$ cat config.mk
export PLATFORM = sky130hd
export DESIGN_NAME = updn_cnt_fsm
export DESIGN_NICKNAME = d
export VERILOG_FILES = /design/src/rtl/updn_cnt_fsm.sv
export SDC_FILE = /design/constraint.sdc
export NUM_CORES = 1
export LEC_CHECK = 0
export CAP_MARGIN = 20
export CORE_AREA = 3 3 40 42
export DETAILED_ROUTE_END_ITERATION = 16
export DIE_AREA = 0 0 43 45
export PLACE_DENSITY = 0.71
export SLEW_MARGIN = 30
export SYNTH_ARGS = -nofsm -noshare
export SYNTH_HDL_FRONTEND = slang
export SYNTH_SLANG_ARGS = --single-unit
$ cat constraint.sdc
create_clock -name clk -period 2 [get_ports clk]
set_input_delay 0.4 -clock clk [delete_from_list [all_inputs] [get_ports clk]]
set_output_delay 0.4 -clock clk [all_outputs]
set_load 0.005 [all_outputs]
$ cat src/rtl/updn_cnt_fsm.sv
// updn_cnt_fsm: up/down counter with a load input and a SLEEP/CNTUP/CNTDN/OVF state machine.
// At a limit it either locks in OVF with a sticky flag, or wraps and pulses the flag for one cycle.
module updn_cnt_fsm #(
  parameter int WIDTH = 4,
  parameter int TOP = 2**WIDTH-1,
  parameter bit WRAP = 1'b0
) (
  input  logic             clk,
  input  logic             rst,
  input  logic             act,
  input  logic             h_l,
  input  logic             ld,
  input  logic [WIDTH-1:0] ld_val,
  input  logic             clr_ovf,
  output logic [WIDTH-1:0] cnt,
  output logic             ovflw,
  output logic             unflw,
  output logic [1:0]       st
);
  typedef enum logic [1:0] {SLEEP = 2'b00, CNTUP = 2'b01, CNTDN = 2'b10, OVF = 2'b11} state_t;
  localparam logic [WIDTH-1:0] TOP_V = WIDTH'(TOP);
  state_t state, state_nx;
  logic [WIDTH-1:0] cnt_nx;
  logic ovflw_nx, unflw_nx;
  assign st = state;
  always_ff @(posedge clk or negedge rst) begin
    if (!rst) begin
      state <= SLEEP;
      cnt   <= '0;
      ovflw <= 1'b0;
      unflw <= 1'b0;
    end else begin
      state <= state_nx;
      cnt   <= cnt_nx;
      ovflw <= ovflw_nx;
      unflw <= unflw_nx;
    end
  end
  // Flags default low: they are only held while locked in OVF, so a wrap produces a one-cycle pulse.
  always_comb begin
    state_nx = SLEEP;
    cnt_nx   = cnt;
    ovflw_nx = 1'b0;
    unflw_nx = 1'b0;
    if (ld) begin
      cnt_nx = ld_val > TOP_V ? TOP_V : ld_val;
    end else if (state == OVF) begin
      if (!clr_ovf && !WRAP) begin
        state_nx = OVF;
        ovflw_nx = ovflw;
        unflw_nx = unflw;
      end
    end else if (act && h_l) begin
      ovflw_nx = cnt >= TOP_V;
      state_nx = cnt < TOP_V || WRAP ? CNTUP : OVF;
      cnt_nx   = cnt < TOP_V ? cnt + WIDTH'(1) : (WRAP ? '0 : cnt);
    end else if (act) begin
      unflw_nx = cnt == '0;
      state_nx = cnt != '0 || WRAP ? CNTDN : OVF;
      cnt_nx   = cnt != '0 ? cnt - WIDTH'(1) : (WRAP ? TOP_V : cnt);
    end
  end
endmodule

Word-level counts from Yosys, hierarchy flattened
Index checks and enable logic that the tools add are counted.

Add/subtract/negate cells: 2. Order comparisons: 3. Equal/unequal tests: 4. Multiplexer cells: 22. Reduce and logical (&&, ||, !) cells: 6.

Operators by type and width (number): $mux 4 (7); $mux 2 (6); $mux 1 (9); $reduce_bool 3->1 (2); $add 4x1->4 const B (1); $ge 4x4->1 const B (1); $gt 4x4->1 const B (1); $logic_not 4->1 (1); $lt 4x4->1 const B (1); $reduce_and 4->1 (1); $reduce_bool 4->1 (1); $sub 4x1->4 const B (1); $ne 3x2->1 const B (1); $ne 3x3->1 const B (1); $eq 2x2->1 const B (1); $ne 2x2->1 const B (1); $logic_and 1x1->1 (1).

Register bits after elaboration: 8. Input bits: 10. Output and inout bits: 8. Logic and storage cells: 41.

Logic depth before layout (Yosys ltp)
Depth after elaboration: 6. Gate-level depth with buffers: 8. Depth with buffers taken out: 7.

Worst setup path after synthesis
No wires, ideal clock.

Path kind: input port to flip-flop. Start point: input h_l. End point: register cnt[3]. Library setup time: 0.082 ns. Data arrival time: 1.755 ns. Data required time: 1.918 ns. Setup slack: 0.163 ns. Stages on the path: 7. Buffers on the path: 1. Cell sequence: buf_2 > nand2_1 > ha_1 > a31oi_1 > a2bb2oi_1 > or4_1 > a31oi_1.

Cells in the longest elaborated chain, start to end: 4. Elaborated cells on any way between the ends: 8. Those cells by class: eq/ne (1); mux (3); reduce/logical (4).

Ends and longest elaborated chain: start: declaration (RTL line 11) `input logic h_l,`; $logic_and 1x1->1 * (RTL line 53) `end else if (act && h_l) begin`; $mux 4 (RTL line 53); $mux 4 (RTL line 47) `end else if (state == OVF) begin`; $mux 4 (RTL line 45) `if (ld) begin`; end signal: assignment (RTL line 34) `cnt <= cnt_nx;`; end: declaration (RTL line 15) `output logic [WIDTH-1:0] cnt,`.

Every way passes the cells marked *; elsewhere a longest branch is shown, timed or not. The select of a mux whose other input is x is not followed. A chain may end at the register's enable or synchronous reset.

Worst setup path after layout
Start point: input act. End point: register cnt[3].

Cells in the longest elaborated chain, start to end: 4. Elaborated cells on any way between the ends: 8. Those cells by class: eq/ne (1); mux (3); reduce/logical (4).

Ends and longest elaborated chain: start: declaration (RTL line 10) `input logic act,`; $logic_and 1x1->1 (RTL line 53); $mux 4 (RTL line 53); $mux 4 (RTL line 47); $mux 4 (RTL line 45).

Several ways; a longest one is shown, not always the timed one. The select of a mux whose other input is x is not followed.

==> impl_metrics.py <==
metrics = {
    "logic_synthesis": {
        "synth_edf_count": 0,
        "synth_top_area_cell": "dfrtp_1",
        "ys.flop_type": "dfrtp_1",
        "syn-mean-instance-area_sq_um": 8.82,
        "synth_seq_cells": 8,
        "synth_top_cells_by_area": "dfrtp_1 38%, a31oi_1 6.0%, o21ai_0 5.8%, nor2_1 5.8%, nand4b_1 5.0%",
        "syn-cell-area_sq_um": 520,
        "ys_types": 25,
        "yosysWarnings": 0,
        "syn_inst": 59,
        "syn_nets": 71,
        "ys_seq_area_share_pct": 38.5,
        "synthTopCellsByCount": "8 x dfrtp_1, 8 x nor2_1, 6 x o21ai_0",
        "ys_async_sr_fraction_pct": 100,
        "synth_top_area_share_pct": 38.5,
    },
    "global_route": {
        "grt_max_degree": 10,
        "overflow": 0,
        "grt_pass1_vias": 493,
        "antenna_found_initial": 0,
        "grt_pass1_wl_mm": 2.16,
        "track_usage_pct": 15.4,
    },
    "cells_and_area": {
        "n_fill_cell": 127,
        "finalNetCount": 97,
        "areaGrowthSynthToFinish_pct": 49.3,
        "seq_area_sq_um": 200,
        "num_antenna_cells": 0,
        "multi_input_area_sq_um": 324,
        "final_layout_size_suffix_gt1_share_pct": 15.7,
        "post-route-cell-area_sq_um": 777,
    },
    "worst_setup_path": {
        "crit_type": "input pin to flop",
        "cp-start-kind": "input pin",
        "path_common_cell": "a31oi_1",
        "ff2ff_setup_slack_ns": 0.34,
        "slowest_stage": "clkdlybuf4s50_1",
        "cp_slowest_stage_delay_ns": 0.48,
        "crit_required_ns": 2.18,
        "cp-end-kind": "flop",
        "crit_chain": "clkdlybuf4s50_1 > nand2_1 > ha_4 > a31oi_1 > a2bb2oi_1 > or4_1 > a31oi_1",
        "r2r-start": "cnt[0]$_DFFE_PN0P_",
        "crit_family": "simple AND/OR/NAND/NOR gates",
        "crit_fanout": 3,
        "cp_data_arrival_time_ns": 2.08,
        "crit_start": "act",
        "path_buf_inv": 1,
        "reg2regPathDepth": 4,
        "crit_cells": 7,
    },
    "clock_network": {
        "clock_latency_ns": 0.25,
        "cts_hold_buf": 0,
        "path_clk_slew_ns": 0.06,
        "clkSinkCount": 8,
        "cts-resized-gates": 0,
        "htreeDepth": 1,
        "clk_path_buf_depth": 2,
        "cts_setup_buffers": 0,
        "cts-buffers-inserted": 3,
        "cts_tree": "yes",
        "root_buffer": "clkbuf_4",
    },
    "detailed_routing": {
        "viasPerCell": 5.82,
        "firstDrtPassIters": 4,
        "wirelength_mm": 1.32,
        "vias": 570,
        "drtAntennaViolNets": 0,
        "drtIter0Drc": 10,
        "drc_errors": 0,
        "wire_per_inst_microns": 13.5,
    },
    "floorplanning": {
        "die_h_microns": 45,
        "pin_count": 18,
        "initial_utilization_pct": 40.5,
        "row_count": 13,
        "fp.dieArea_sq_um": 1940,
        "die_x_microns": 43,
        "core_area_sq_um": 1280,
    },
    "power": {
        "switching_share_pct": 29.9,
        "seq_power_share_pct": 42.3,
        "p_leak_nw": 0.302,
        "vdd_ir_drop_max_uv": 345,
        "clockPowerShare_pct": 26.0,
        "p_sw_uw": 141,
        "power.internal_uw": 332,
        "pwr_density_cell_nw_per_um2": 609,
        "combPwrFrac_pct": 31.7,
    },
    "placement": {
        "port_buffers": 17,
        "routabilityCongestion": 0.785,
        "hpwl_mm": 1.03,
        "place_area_sq_um": 742,
    },
    "timing": {
        "post-route-period-util_pct": 95.1,
        "setup-violations-final": 0,
        "clock_skew_ns": 0.00572,
        "drv_slew": 0,
        "worst_slew_pin_slew_ns": 0.363,
        "slew-limit-headroom_pct": 75.7,
        "fin_setup_tns_ns": 0,
        "period_needed_ns": 1.90,
        "fmax_ghz": 0.526,
        "hold_violations": 0,
        "rsz0062_at_grt": "no",
    },
    "run_status": {
        "status": "finished clean",
    },
    "flow_run": {
        "maxCapViolations": 0,
    },
    "hold_path": {
        "holdCritPathClass": "input pin to asynchronous set/reset pin",
    },
}
==> path summary, 6_finish.rpt <==
kind                                 endpoint
max                        cnt[3]$_DFFE_PN0P_
min                        cnt[3]$_DFFE_PN0P_
max reg2reg                cnt[2]$_DFFE_PN0P_
min reg2reg                 unflw$_DFFE_PN0P_
max in group asynchronous  cnt[1]$_DFFE_PN0P_
min in group clk            unflw$_DFFE_PN0P_
==> kinds of logic (layout without fill, tap and decap cells) <==
group,count (synthesis),after routing,synth area share (%)
flops,8,8,38.5
fa+ha+maj,2,2,4.81
compound gates,19,19,21.2
simple gates,26,26,27.4
mux,2,2,6.49
buf+inv,2,26,1.68
==> registers in the layout (all words and copies together) (netlist names) <==
signal	count
cnt	4
ovflw	1
st	2
unflw	1
==> power groups by stage <==
stage	clock, mW	combinational [mW]	sequential (mW)
floorplan	0	0.0714	0.196
global placement	0	0.144	0.200
detailed placement	0	0.146	0.200
CTS	0.129	0.147	0.198
global route	0.146	0.168	0.203
finish	0.123	0.150	0.200
==> through the flow <==
stage	total power, mW	setup WS, ns	utilization, %	instances	hold slack, ns
2_1_floorplan	0.268	0.163	-	59	0.104
3_3_place_gp	0.344	-0.113	57.7	95	0.551
3_5_place_dp	0.347	-0.165	57.7	95	0.545
4_1_cts	0.474	0.101	59.5	98	0.427
5_1_grt	0.516	0.00535	60.5	98	0.430
6_report	0.473	0.0989	60.5	98	0.424
==> final cells by class <==
type | instances | share of cell area (%)
inverters | 1 | 0.483
well taps | 15 | 2.42
multi-input cells | 49 | 41.7
flip-flops and latches | 8 | 25.8
repair buffers | 22 | 26.7
clock buffers | 3 | 2.90
==> routing by layer <==
metal | wire length [microns] | vias up | global-route usage, %
met2 | 639 | 21 | 27.5
li1 | - | 278 | -
met1 | 597 | 271 | 16.3
met4 | 0 | 0 | 3.61
met3 | 87 | 0 | 7.57
met5 | 0 | - | 0
==> cells in the final DEF, fill, tap and decap left out, types with 3 or more instances in the layout <==
cell	netlist	routed
nand4b_1	3	3
nor2_1	8	8
nand2_1	5	5
buf_4	0	5
dfrtp_1	8	8
o21ai_0	6	6
clkdlybuf4s50_1	0	17
clkbuf_4	0	3
a31oi_1	5	5
a21oi_1	5	5
No activity file was read; power rests on OpenSTA's default activity.
